<file path="config.mk">
export PLATFORM = sky130hd
export DESIGN_NAME = n_to_binary_scanner
export DESIGN_NICKNAME = d
export VERILOG_FILES = /design/src/rtl/n_to_binary_scanner_pkg.sv /design/src/rtl/n_to_binary_priority_encoder.sv /design/src/rtl/n_to_binary_scanner.sv
export SDC_FILE = /design/constraint.sdc
export NUM_CORES = 1
export LEC_CHECK = 0
export CAP_MARGIN = 0
export CORE_UTILIZATION = 25
export DETAILED_ROUTE_END_ITERATION = 8
export SLEW_MARGIN = 20
export SYNTH_ARGS = -nofsm -noshare
export SYNTH_HDL_FRONTEND = slang
export SYNTH_SLANG_ARGS = --single-unit
</file>
<file path="constraint.sdc">
create_clock -name clock -period 2.7 [get_ports clock]
set_input_delay 0.27 -clock clock [delete_from_list [all_inputs] [get_ports clock]]
set_output_delay 0.27 -clock clock [all_outputs]
set_load 0.01 [all_outputs]
</file>
<file path="src/rtl/n_to_binary_scanner_pkg.sv">
// Shared definitions for the n-to-binary scanner: FSM state encoding and
// the index-width legality check used at elaboration.
package n_to_binary_scanner_pkg;

   typedef enum logic {
      IDLE = 1'b0,
      EMIT = 1'b1
   } state_t;

   // True when binary_width bits can address every position of the vector
   function automatic bit binary_width_ok(input int input_width, input int binary_width);
      return (input_width >= 1) && (binary_width >= 1) && (binary_width < 32) &&
             ((64'd1 << binary_width) >= 64'(input_width));
   endfunction

endpackage

</file>
<file path="src/rtl/n_to_binary_priority_encoder.sv">
// Combinational priority encoder: index of the first set bit plus a found flag.
// Search direction flips to highest-first under N_TO_BINARY_SCANNER_MSB_FIRST_EN.
module n_to_binary_priority_encoder #(
   parameter int WIDTH = 8,
   parameter int IDX_W = 3
) (
   input  logic [WIDTH-1:0] vec,
   output logic [IDX_W-1:0] idx,
   output logic             found
);

   // Scan in emission order; the first hit locks the index
   always_comb begin
      idx   = {IDX_W{1'b0}};
      found = 1'b0;
`ifdef N_TO_BINARY_SCANNER_MSB_FIRST_EN
      for (int i = WIDTH - 1; i >= 0; i--) begin
`else
      for (int i = 0; i < WIDTH; i++) begin
`endif
         if (vec[i] && !found) begin
            idx   = IDX_W'(i);
            found = 1'b1;
         end else begin
            idx   = idx;
            found = found;
         end
      end
   end

endmodule

</file>
<file path="src/rtl/n_to_binary_scanner.sv">
// Multi-hot to binary index scanner: accepts a vector, then emits one index
// per output handshake. Macro N_TO_BINARY_SCANNER_MSB_FIRST_EN selects highest-first order.
module n_to_binary_scanner
   import n_to_binary_scanner_pkg::*;
#(
   parameter int INPUT_WIDTH  = 8,
   parameter int BINARY_WIDTH = 3
) (
   input  logic                    clock,
   input  logic                    reset_n,
   input  logic                    in_valid,
   output logic                    in_ready,
   input  logic [INPUT_WIDTH-1:0]  in,
   output logic                    out_valid,
   input  logic                    out_ready,
   output logic [BINARY_WIDTH-1:0] out,
   output logic                    out_last,
   output logic                    in_zero
);

   generate
      if (!binary_width_ok(INPUT_WIDTH, BINARY_WIDTH)) begin : g_bad_width
         $error("n_to_binary_scanner: BINARY_WIDTH too small for INPUT_WIDTH");
      end
   endgenerate

   state_t                  state_r;
   state_t                  state_s;
   logic [INPUT_WIDTH-1:0]  residue_r;
   logic [INPUT_WIDTH-1:0]  residue_s;
   logic                    in_zero_r;
   logic                    in_zero_s;
   logic [BINARY_WIDTH-1:0] idx_s;
   logic                    found_s;
   logic [INPUT_WIDTH-1:0]  bit_s;
   logic                    single_s;
   logic                    out_hs_s;
   logic                    accept_s;
   logic                    in_ready_s;
   logic                    in_is_zero_s;

   n_to_binary_priority_encoder #(
      .WIDTH (INPUT_WIDTH),
      .IDX_W (BINARY_WIDTH)
   ) u_encoder (
      .vec   (residue_r),
      .idx   (idx_s),
      .found (found_s)
   );

   // The residue holds the presented bit too, so the outputs decode straight from registers
   assign bit_s        = INPUT_WIDTH'(1'b1) << idx_s;
   assign single_s     = found_s && ((residue_r & (residue_r - INPUT_WIDTH'(1'b1))) == {INPUT_WIDTH{1'b0}});
   assign out_hs_s     = (state_r == EMIT) && out_ready;
   assign in_ready_s   = (state_r == IDLE) || (out_hs_s && single_s);
   assign accept_s     = in_valid && in_ready_s;
   assign in_is_zero_s = (in == {INPUT_WIDTH{1'b0}});

   assign in_ready  = in_ready_s;
   assign out_valid = (state_r == EMIT);
   assign out       = idx_s;
   assign out_last  = single_s;
   assign in_zero   = in_zero_r;

   // Next-state and residue update
   always_comb begin
      state_s   = state_r;
      residue_s = residue_r;
      in_zero_s = 1'b0;
      case (state_r)
         IDLE: begin
            if (accept_s) begin
               residue_s = in;
               in_zero_s = in_is_zero_s;
               state_s   = in_is_zero_s ? IDLE : EMIT;
            end else begin
               state_s   = IDLE;
            end
         end
         EMIT: begin
            if (accept_s) begin
               residue_s = in;
               in_zero_s = in_is_zero_s;
               state_s   = in_is_zero_s ? IDLE : EMIT;
            end else if (out_hs_s) begin
               residue_s = residue_r & ~bit_s;
               state_s   = single_s ? IDLE : EMIT;
            end else begin
               state_s   = EMIT;
            end
         end
         default: begin
            state_s   = IDLE;
            residue_s = {INPUT_WIDTH{1'b0}};
         end
      endcase
   end

   // State registers with synchronous active-low reset
   always_ff @(posedge clock) begin
      if (!reset_n) begin
         state_r   <= IDLE;
         residue_r <= {INPUT_WIDTH{1'b0}};
         in_zero_r <= 1'b0;
      end else begin
         state_r   <= state_s;
         residue_r <= residue_s;
         in_zero_r <= in_zero_s;
      end
   end

endmodule

</file>
-- Word level (Yosys, flattened, before mapping)
Cells that the tools add are included.
- add/sub/neg operators: 1
- equal/unequal tests: 2
- shifts and indexed selects: 1
- multiplexer cells: 25
- bitwise logic cells: 4
- reductions and logical operators: 23
- operators with widths (cell ; count):
    $mux W8 ; 3
    $and A8 B8 Y8 ; 2
    $logic_not A8 Y1 ; 2
    $pmux W8 S2 ; 1
    $mux W1 ; 14
    $mux W3 ; 4
    $logic_and A1 B1 Y1 ; 11
    $not A8 Y8 ; 1
    $shl A1 B3 Y8 const A ; 1
    $sub A8 B1 Y8 const B ; 1
    $logic_not A1 Y1 ; 7
    $mux W2 ; 2
    $reduce_and A2 Y1 ; 2
    $ne A3 B1 Y1 const B ; 1
    $ne A2 B2 Y1 const B ; 1
    $pmux W1 S2 ; 1
    $logic_or A1 B1 Y1 ; 1
    $not A1 Y1 ; 1
- flip-flop bits (word level): 10
- input port bits: 12
- word-level logic and storage cells: 59

-- Logic depth before layout (Yosys ltp)
Gate-level depths: netlist of the first run.
- depth in word-level cells: 28
- gate-level depth with buffers: 7
- depth with buffers taken out: 5

-- Modules after synthesis
Synthesis of the first run repeated with hierarchy kept, for this count alone.
- cells, all modules: 76
- area, all modules: 640.6 um^2
- modules (own cells, without submodules) (module ; instances ; cells an instance ; area an instance (um^2) ; sequential area each (um^2)):
    n_to_binary_scanner ; 1 ; 62 ; 558.0 ; 200.2
    n_to_binary_priority_encoder ; 1 ; 14 ; 82.6 ; 0.0

-- Worst setup path after synthesis of the first run
Ideal clock, no wire load.
- path kind: reg-to-reg
- start point: register residue_r[0]
- end point: register state_r (netlist: out_valid)
- setup time: 0.159 ns
- arrival time: 1.889 ns
- slack: 0.652 ns
- cell stages (with the launch flop): 7
- path buffers: 1
- period minus slack after synthesis: 2.048 ns
- path through: dfxtp_1 > buf_6 > or4_4 > a211oi_2 > nor3_1 > o41ai_1 > a21boi_0
- word-level cells in the longest chain between the ends: 28
- elaborated cells on any way between the ends: 34
- classes of those cells: add/sub: 1; mux: 13; bitwise: 1; reduce/logical: 19
- RTL lines (what ; RTL line ; text):
    start: declaration ; n_to_binary_scanner.sv:29 ; logic [INPUT_WIDTH-1:0] residue_r;
    start signal: assignment ; n_to_binary_scanner.sv:103 ; residue_r <= {INPUT_WIDTH{1'b0}};
    start signal: assignment ; n_to_binary_scanner.sv:107 ; residue_r <= residue_s;
    $mux W1 ; n_to_binary_priority_encoder.sv:21 ; if (vec[i] && !found) begin
    $logic_not A1 Y1 ; n_to_binary_priority_encoder.sv:21 ;
    $logic_and A1 B1 Y1 ; n_to_binary_priority_encoder.sv:21 ;
    $mux W1 ; n_to_binary_priority_encoder.sv:21 ;
    $logic_not A1 Y1 ; n_to_binary_priority_encoder.sv:21 ;
    $logic_and A1 B1 Y1 ; n_to_binary_priority_encoder.sv:21 ;
    $mux W1 ; n_to_binary_priority_encoder.sv:21 ;
    $logic_not A1 Y1 ; n_to_binary_priority_encoder.sv:21 ;
    [13 not listed] ; - ;
    $mux W1 ; n_to_binary_priority_encoder.sv:21 ;
    $logic_and A1 B1 Y1 (*) ; n_to_binary_scanner.sv:53 ; assign single_s = found_s && ((residue_r & (residue_r - INPUT_WIDTH'(1'b1))) == {INPUT_WIDTH{1'b0}});
    $logic_and A1 B1 Y1 (*) ; n_to_binary_scanner.sv:55 ; assign in_ready_s = (state_r == IDLE) || (out_hs_s && single_s);
    $logic_or A1 B1 Y1 (*) ; n_to_binary_scanner.sv:55 ;
    named net in_ready ; n_to_binary_scanner.sv:12 ; output logic in_ready,
    $logic_and A1 B1 Y1 (*) ; n_to_binary_scanner.sv:56 ; assign accept_s = in_valid && in_ready_s;
    $mux W1, on equally long branches ; n_to_binary_scanner.sv:81, n_to_binary_scanner.sv:72 ;
    $pmux W1 S2 (*) ; n_to_binary_scanner.sv:70 ; case (state_r)
    end signal: assignment ; n_to_binary_scanner.sv:106 ; state_r <= state_s;
    end: declaration ; n_to_binary_scanner.sv:27 ; state_t state_r;
The timed path passes the listed nets; every way through them passes the cells marked *.
A chain may end at the register's enable or synchronous reset.

-- Worst setup path in the final report of the first run
- start point: register residue_r[1]
- end point: output out_last
- word-level cells in the longest chain between the ends: 21
- elaborated cells on any way between the ends: 24
- classes of those cells: add/sub: 1; mux: 7; bitwise: 1; reduce/logical: 15
- RTL lines (what ; RTL line ; text):
    $logic_and A1 B1 Y1 ; n_to_binary_priority_encoder.sv:21 ;
    $mux W1 ; n_to_binary_priority_encoder.sv:21 ;
    $logic_not A1 Y1 ; n_to_binary_priority_encoder.sv:21 ;
    $logic_and A1 B1 Y1 ; n_to_binary_priority_encoder.sv:21 ;
    $mux W1 ; n_to_binary_priority_encoder.sv:21 ;
    $logic_not A1 Y1 ; n_to_binary_priority_encoder.sv:21 ;
    $logic_and A1 B1 Y1 ; n_to_binary_priority_encoder.sv:21 ;
    $mux W1 ; n_to_binary_priority_encoder.sv:21 ;
    [5 not listed] ; - ;
    $mux W1 ; n_to_binary_priority_encoder.sv:21 ;
    $logic_not A1 Y1 ; n_to_binary_priority_encoder.sv:21 ;
    $logic_and A1 B1 Y1 ; n_to_binary_priority_encoder.sv:21 ;
    $mux W1 ; n_to_binary_priority_encoder.sv:21 ;
    $logic_not A1 Y1 ; n_to_binary_priority_encoder.sv:21 ;
    $logic_and A1 B1 Y1 ; n_to_binary_priority_encoder.sv:21 ;
    $mux W1 ; n_to_binary_priority_encoder.sv:21 ;
    $logic_and A1 B1 Y1 (*) ; n_to_binary_scanner.sv:53 ;
    end: declaration ; n_to_binary_scanner.sv:17 ; output logic out_last,
Every way passes the cells marked *; elsewhere a longest branch is shown, timed or not.

==> results of run 1 <==
==> state kept, by name, summed over array words and instances, names as in the netlist <==
register	count
residue_r	8
in_zero	1
out_valid	1
==> path summary, 6_finish.rpt <==
check / from / to / slack, ns / cells after the start
worst max-delay path: residue_r[1] / out_last / 0.15 / 5
worst min-delay path: residue_r[7] / residue_r[7] / 0.57 / 2
worst max register to register: residue_r[1] / residue_r[6] / 0.45 / 5
worst min register to register: residue_r[7] / residue_r[7] / 0.57 / 2
==> area by class of cell <==
class	instances	area, sq um
fillers	297	1810
multi-input cells	73	464
repair buffers	21	205
flip-flops and latches	10	200
well taps	31	38.8
clock buffers	3	22.5
inverters	5	18.8
==> report_power, final <==
group          leakage, nW   total, W  internal [W]  switching, W
Sequential          0.0823   0.000182      0.000160     0.0000216
Combinational        0.266   0.000198      0.000105     0.0000922
Clock               0.0138  0.0000991     0.0000513     0.0000478
Total                0.363   0.000478      0.000317      0.000162
==> logic make-up (layout without fill, tap and decap cells) <==
logic type / after synthesis / after routing / synth area share [%]
AO/OA/AOI/OAI: 26 / 26 / 25.5
XOR/XNOR: 1 / 1 / 1.21
buffers and inverters: 14 / 29 / 9.66
flip-flops: 10 / 10 / 27.6
multiplexers: 6 / 6 / 8.28
AND/OR/NAND/NOR: 40 / 40 / 27.8
==> critical path, stage by stage (launching register included) <==
cell             delay, ns
dfxtp_1               0.38
or4_4                 0.56
a2111oi_1             0.31
a41oi_1               0.08
o41ai_1               0.09
clkdlybuf4s50_1       0.59
==> cell usage in the layout (no fill, tap or decap), drive strengths merged, types with 4 or more instances in the layout <==
| cell type | instances |
|---|---|
| a21oi | 4 |
| clkdlybuf4s50 | 17 |
| dfxtp | 10 |
| inv | 5 |
| mux2i | 6 |
| nand2 | 13 |
| nand3 | 5 |
| nor2 | 7 |
| o21ai | 6 |
==> metal layers <==
metal  vias up  track usage [%]
met1       352             15.5
met5         -                0
met2        21             19.3
met4         0             4.18
li1        389                -
met3         2             2.33
==> metrics by stage <==
stage | setup slack, ns | std cells | hold slack, ns | power, W | instance area [sq um]
2_1_floorplan | 0.652 | 97 | 0.403 | 0.000303 | 726
3_3_place_gp | 0.261 | 140 | 0.556 | 0.000379 | 916
5_1_grt | 0.0292 | 143 | 0.604 | 0.000513 | 950
4_1_cts | 0.0342 | 143 | 0.570 | 0.000484 | 946
3_5_place_dp | 0.248 | 140 | 0.562 | 0.000382 | 916
6_report | 0.148 | 143 | 0.572 | 0.000478 | 950
==> timing repair <==
| action | 4_1_cts | 5_1_grt |
|---|---|---|
| setup endpoints to repair | 1 | 2 |
| gates resized for setup | 1 | 2 |
| endpoints found under the hold margin | 0 | 0 |
| setup buffers | 0 | 0 |
==> flow_summary.toml, run 1 <==
[setup_path]
worstSetupStartpointType = "flip-flop"
cp_max_fo = 9
crit_required_ns = 2.43
end_kind = "output port"
cp.arrival_ns = 2.28
worst-setup-path-type = "reg -> out"

[synth]
synth_top_cells_by_count = "13 x nand2_1, 10 x dfxtp_1, 7 x nor2_1, 6 x mux2i_1"
netlist_instances = 97
synth_edf_count = 0
synth-main-ff-cell = "dfxtp_1"
synthArstFlopShare_pct = 0
ys_seq_area_share_pct = 27.6
synth.area.top_cells = "dfxtp_1 28%, mux2i_1 8.3%, nand2_1 6.7%"
synthMostInstantiatedCell = "nand2_1"
synthesis.area_sq_um = 726
ys_types = 33
syn_nets = 109
synth_warnings = 0
avgSynthCellArea_sq_um = 7.48
synth_top_area_share_pct = 27.6
yosys_register_bits = 10
yosys.area.top_type = "dfxtp_1"

[placement]
io_buffers = 18
post-dp-hpwl_mm = 1.35
place.gp.congestion = 0.836

[routing]
detailroute.wirelength.met3_um = 71
wl_per_cell_um = 12.1
postRouteAntennaNets = 0
top_layer_used = "met4"
drt_iter0_drc = 44
drc = 0
vias = 764
wirelength_mm = 1.74
wl_met2_um = 829
m1WireLength_um = 822
via_per_inst = 5.34
firstDrtPassIters = 4

[global_route]
grt_pass1_vias = 719
grt_max_degree = 19
grt_util_all_layers_pct = 11.8
grt_pass1_wl_mm = 3.03
overflow = 0
antenna_found_initial = 0

[power]
p_leak_nw = 0.363
cellPowerDensity_nw_per_um2 = 504
peakVddDrop_v = 0.000223

[floorplan]
core-area_sq_um = 2760
fp-row-count = 19
die_w_um = 55.9
num_io_pins = 19
dieArea_sq_um = 3120
die_h_um = 55.9
initial_utilization_pct = 26.3

[clock_network]
path_clk_slew_ns = 0.07
cts_buffer_depth = 2
cts-htree-levels = 1
cts.sinks = 10
numCtsBuffers = 3
cts-hold-fix-buffers = 0
clock_latency_ns = 0.25
cts_root_buf = "clkbuf_4"
cts_tree = "yes"

[timing]
period_share_pct = 94.5
hold_viol = 0
grt_setup_unrepaired = "no"
max_freq_mhz = 392
setup_tns_ns = 0
slew_viol_final = 0
worstMarginPinSlew_ns = 0.585
period_needed_ns = 2.55
fin_skew_ns = 0.00268
setup_violations = 0
slew_headroom_pct = 60.9

[final_layout]
final_util_pct = 34.4
drive_above_1_share_pct = 8.04
fin_nets = 126
syn_to_final_growth_pct = 30.9
insertedDiodeCount = 0

[flow_run]
drv_cap = 0

[hold_path]
hp-class = "reg -> reg"

[run_status]
status = "completed"
(Power assumes the default switching activity.)
==> inputs of run 2 (changes only) <==
--- a/config.mk
+++ b/config.mk
@@ -5,9 +5,11 @@
 export SDC_FILE = /design/constraint.sdc
 export NUM_CORES = 1
 export LEC_CHECK = 0
+export ABC_CLOCK_PERIOD_IN_PS = 2700
 export CAP_MARGIN = 0
 export CORE_UTILIZATION = 25
 export DETAILED_ROUTE_END_ITERATION = 8
+export RECOVER_POWER = 50
 export SLEW_MARGIN = 20
 export SYNTH_ARGS = -nofsm -noshare
 export SYNTH_HDL_FRONTEND = slang
==> run 2 against run 1 <==
First-iteration DRC count is 2.3% higher. Combinational power is 4% lower. Maximum frequency hardly changed. Hold slack worse by 0.0030 ns. Non-clock buffer count stayed put. Critical path type unchanged. Highest routed layer unchanged.
==> flow_summary.toml, run 2 (same netlist as run 1, synthesis figures left out) <==
[run_status]
status = "completed"

[final_layout]
final_util_pct = 34.2
multi_input_area_sq_um = 457
syn_to_final_growth_pct = 29.8
register_area_sq_um = 200
nFillCells = 297
fin_nets = 126
largest_reg_flops = 8
layout_common_cells = "13 x nand2_1, 12 x clkdlybuf4s50_1, 10 x dfxtp_1, 7 x nor2_1, 6 x mux2i_1"
regMostFlops = "residue_r"
layout_commonest_cell = "nand2_1"
drive_above_1_share_pct = 7.14
insertedDiodeCount = 0

[routing]
via_per_inst = 5.30
postRouteAntennaNets = 0
vias = 758
wl_per_cell_um = 12.1
drt_iter0_drc = 45
wirelength_mm = 1.73
drc = 0
firstDrtPassIters = 4

[timing]
setup_violations = 0
setup_tns_ns = 0
worstMarginPinSlew_ns = 0.582
grt_setup_unrepaired = "no"
fin_skew_ns = 0.00336
slew_viol_final = 0
slew_headroom_pct = 61.0
period_share_pct = 94.6
period_needed_ns = 2.55
hold_viol = 0
max_freq_mhz = 392

[power]
finalPower_w = 0.000471
cellPowerDensity_nw_per_um2 = 500
peakVddDrop_v = 0.000220
p_leak_nw = 0.370

[clock_network]
path_clk_slew_ns = 0.07
cts-hold-fix-buffers = 0
clock_latency_ns = 0.25
post_cts_buffers = 0
cts_tree = "yes"
numCtsBuffers = 3
cts_root_buf = "clkbuf_4"
cts_buffer_depth = 2
cts-htree-levels = 1
cts.sinks = 10

[global_route]
grt_pass1_wl_mm = 3.03
grt_util_all_layers_pct = 11.8
grt.busiest_layer = "met2"
grt_max_degree = 19
met3_usage_pct = 2.33
grt.met2_usage_pct = 19.3
grt_pass1_vias = 719
grt_use_met1_pct = 15.5
antenna_found_initial = 0
overflow = 0

[floorplan]
die_w_um = 55.9
fp-row-count = 19
num_io_pins = 19
die_h_um = 55.9
dieArea_sq_um = 3120
core-area_sq_um = 2760
initial_utilization_pct = 26.3

[hold_path]
whs_endpoint = "residue_r[7]"
holdPathStages = 2
holdCritStartpoint = "residue_r[7]"
hp-class = "reg -> reg"

[setup_path]
r2r-end = "residue_r[6]"
cp.arrival_ns = 2.28
cp_max_fo = 9
end_kind = "output port"
rrSetupSlack_ns = 0.49
r2r-start = "residue_r[1]"
worstSetupStartpointType = "flip-flop"
critPathLaunch = "residue_r[1]"
r2r_cells = 5
worst-setup-path-type = "reg -> out"
crit_required_ns = 2.43

[flow_run]
drv_cap = 0

[placement]
place.gp.congestion = 0.836
post-dp-hpwl_mm = 1.35
io_buffers = 18
-- run 2: changes by cell type in the layout (fill, tap and decap cells not counted) --
cell             previous run  this run
o21ai_0                     4         5
dlygate4sd3_1               0         5
o41ai_1                     1         2
o41ai_2                     1         0
o21ai_1                     2         1
clkdlybuf4s50_1            17        12
-- run 2: repair_timing --
item / in CTS / in global routing
gates resized for setup: 1 / 2
pin swaps: 0 / 0
endpoints found under the setup margin: 1 / 2
gates cloned: 0 / 0
-- run 2: report_power, final --
| group | switching [W] | internal, W |
|---|---|---|
| Clock | 0.0000474 | 0.0000513 |
| Combinational | 0.0000907 | 0.0000998 |
| Sequential | 0.0000213 | 0.000160 |
| Total | 0.000159 | 0.000311 |
-- run 2: per-stage QoR --
step / cell area [sq um] / std cells / setup slack [ns] / hold WS [ns]
2_1_floorplan: 726 / 97 / 0.652 / 0.403
3_3_place_gp: 916 / 140 / 0.261 / 0.556
3_5_place_dp: 916 / 140 / 0.248 / 0.562
4_1_cts: 946 / 143 / 0.0342 / 0.570
5_1_grt: 942 / 143 / 0.0306 / 0.604
6_report: 942 / 143 / 0.146 / 0.569
-- run 2: worst max-delay path, stage by stage (launching register included) --
cell and delay, ns:
dfxtp_1 0.38, or4_4 0.56, a2111oi_1 0.31, a41oi_1 0.08, o41ai_1 0.09, clkdlybuf4s50_1 0.59
-- run 2: area by class of cell --
class,instances,area share [%]
Clock buffer,3,2.39
Sequential cell,10,21.2
Inverter,5,1.99
Timing Repair Buffer,21,21.8
Multi-Input combinational cell,73,48.5
Tap cell,31,4.12
-- run 2: how the worst max path moves through the flow --
stage / cells past startpoint / endpoint / slack, ns
2_1_floorplan: 6 / out_valid / 0.65
3_3_place_gp: 5 / in_ready / 0.26
3_5_place_dp: 5 / in_ready / 0.25
4_1_cts: 5 / in_ready / 0.03
5_1_grt: 5 / out_last / 0.03
6_report: 5 / out_last / 0.15
-- run 2: layer usage --
layer | routed length [um] | vias up
li1 | - | 388
met2 | 818 | 21
met4 | 12 | 0
met3 | 65 | 2
met1 | 831 | 347
met5 | 0 | -
==> inputs of run 3 (changes only) <==
--- a/config.mk
+++ b/config.mk
@@ -7,8 +7,9 @@
 export LEC_CHECK = 0
 export ABC_CLOCK_PERIOD_IN_PS = 2700
 export CAP_MARGIN = 0
-export CORE_UTILIZATION = 25
+export CORE_UTILIZATION = 46
 export DETAILED_ROUTE_END_ITERATION = 8
+export PLACE_DENSITY = 0.76
 export RECOVER_POWER = 50
 export SLEW_MARGIN = 20
 export SYNTH_ARGS = -nofsm -noshare
==> run 3 against run 2 <==
Hold slack worse by 0.0012 ns. First-iteration DRC count fell by 24%. Final cell count is 12% lower. Clock power is 39% higher. Global-route usage rose by 9.8 points. Critical endpoint unchanged.
==> flow_summary.toml, run 3 (same netlist as run 1, synthesis figures left out) <==
[setup_path]
worst-setup-path-type = "reg -> out"
slowest_delay_ns = 0.59
cp.arrival_ns = 2.21
path_depth = 5
critPathLaunch = "residue_r[0]"
crit_slowest_cell = "or4_4"
path_buf_inv = 1
crit_path_end = "out_last"
rrSetupSlack_ns = 0.36
crit_required_ns = 2.43
r2r-start = "residue_r[0]"
critPathTopFamily = "simple AND/OR/NAND/NOR gates"
worstSetupStartpointType = "flip-flop"
end_kind = "output port"
r2r-end = "residue_r[1]"
worstPathCellList = "or4_4 -> a2111oi_2 -> a41oi_1 -> o41ai_1 -> clkdlybuf4s50_1"
r2r_cells = 5
cp_max_fo = 9

[timing]
worstMarginPinSlew_ns = 0.576
max_freq_mhz = 403
period_share_pct = 92.0
period_needed_ns = 2.48
setup_violations = 0
fin_skew_ns = 0.000255
slew_viol_final = 0
hold_viol = 0
setup_tns_ns = 0
slew_headroom_pct = 61.5
grt_setup_unrepaired = "no"

[clock_network]
cts-hold-fix-buffers = 0
cts_root_buf = "clkbuf_4"
numCtsBuffers = 3
cts_buffer_depth = 2
cts.sinks = 10
path_clk_slew_ns = 0.07
cts_tree = "yes"
clock_latency_ns = 0.26
cts-htree-levels = 1
post_cts_buffers = 0

[power]
cellPowerDensity_nw_per_um2 = 549
p_leak_nw = 0.366
peakVddDrop_v = 0.000378
finalPower_w = 0.000511

[placement]
io_buffers = 18
dp.cells = 122
place.gp.congestion = 0.796
post-dp-hpwl_mm = 1.35

[routing]
drt_iter0_drc = 34
wirelength_mm = 1.74
firstDrtPassIters = 4
drc = 0
vias = 769
wl_per_cell_um = 13.8
postRouteAntennaNets = 0
via_per_inst = 6.10

[hold_path]
hp-class = "reg -> reg"

[global_route]
grt_max_degree = 19
grt_util_all_layers_pct = 21.6
grt_pass1_wl_mm = 2.96
grt_pass1_vias = 696
antenna_found_initial = 0
overflow = 0

[final_layout]
largest_reg_flops = 8
layout_common_cells = "13 x nand2_1, 12 x clkdlybuf4s50_1, 10 x dfxtp_1, 7 x nor2_1, 6 x mux2i_1"
register_area_sq_um = 200
syn_to_final_growth_pct = 28.1
nFillCells = 121
final_util_pct = 67.2
insertedDiodeCount = 0
drive_above_1_share_pct = 8.11
fin_cells = 126
layout_commonest_cell = "nand2_1"
fin_nets = 124
regMostFlops = "residue_r"
multi_input_area_sq_um = 469

[floorplan]
fp-row-count = 13
num_io_pins = 19
die_h_um = 41.7
die_w_um = 41.7
dieArea_sq_um = 1740
core-area_sq_um = 1380
initial_utilization_pct = 52.5

[run_status]
status = "completed"

[flow_run]
drv_cap = 0
run 3: cell types whose count changed in the layout (fill, tap and decap cells not counted), sizes merged:
cell,before,now
dlymetal6s2s,1,0
clkbuf,3,4
buf,3,1
dlygate4sd2,0,1
run 3: cell type report:
class / instances / area share, %
Multi-Input combinational cell: 73 / 50.5
Clock buffer: 4 / 3.90
Timing Repair Buffer: 19 / 20.1
Inverter: 5 / 2.02
Tap cell: 15 / 2.02
Sequential cell: 10 / 21.5
run 3: repair_timing:
| action | CTS | global route |
|---|---|---|
| setup endpoints to repair | 1 | 1 |
| gates resized for setup | 2 | 2 |
| pin swaps | 0 | 0 |
| hold endpoints to repair | 0 | 0 |
run 3: worst min path at each step:
stage                       startpoint            to  slack [ns]  cells past startpoint
after CTS                        in[3]  residue_r[3]        0.57                      3
after global routing             in[3]  residue_r[3]        0.60                      3
after floorplan                  in[0]  residue_r[0]        0.40                      2
final                     residue_r[7]  residue_r[7]        0.57                      2
after detailed placement  residue_r[7]  residue_r[7]        0.56                      2
after global placement    residue_r[7]  residue_r[7]        0.55                      2
run 3: per-layer routing:
| metal | wire length, um | track usage, % | vias up |
|---|---|---|---|
| met2 | 856 | 35.3 | 18 |
| li1 | - | - | 388 |
| met4 | 25 | 11.0 | 0 |
| met5 | 0 | 0 | - |
| met3 | 57 | 4.78 | 4 |
| met1 | 799 | 26.4 | 359 |
run 3: worst reg2reg max path, cell delays in order (launching register included):
cell,delay [ns]
dfxtp_1,0.38
or4_4,0.59
and3_1,0.18
nor3_1,0.33
o32a_1,0.53
mux2i_1,0.24
run 3: per-stage QoR:
step           instance area [sq um]  hold WS [ns]  setup WS, ns
4_1_cts                          923         0.566        0.0913
5_1_grt                          930         0.605        0.0661
3_3_place_gp                     881         0.555         0.239
6_report                         930         0.567         0.216
2_1_floorplan                    726         0.403         0.652
3_5_place_dp                     881         0.564         0.192
run 3: power by group:
group          switching [W]  total [W]  internal [W]
combinational      0.0000897   0.000187     0.0000974
clock              0.0000551   0.000137     0.0000819
sequential         0.0000266   0.000187      0.000160
total               0.000171   0.000511      0.000339
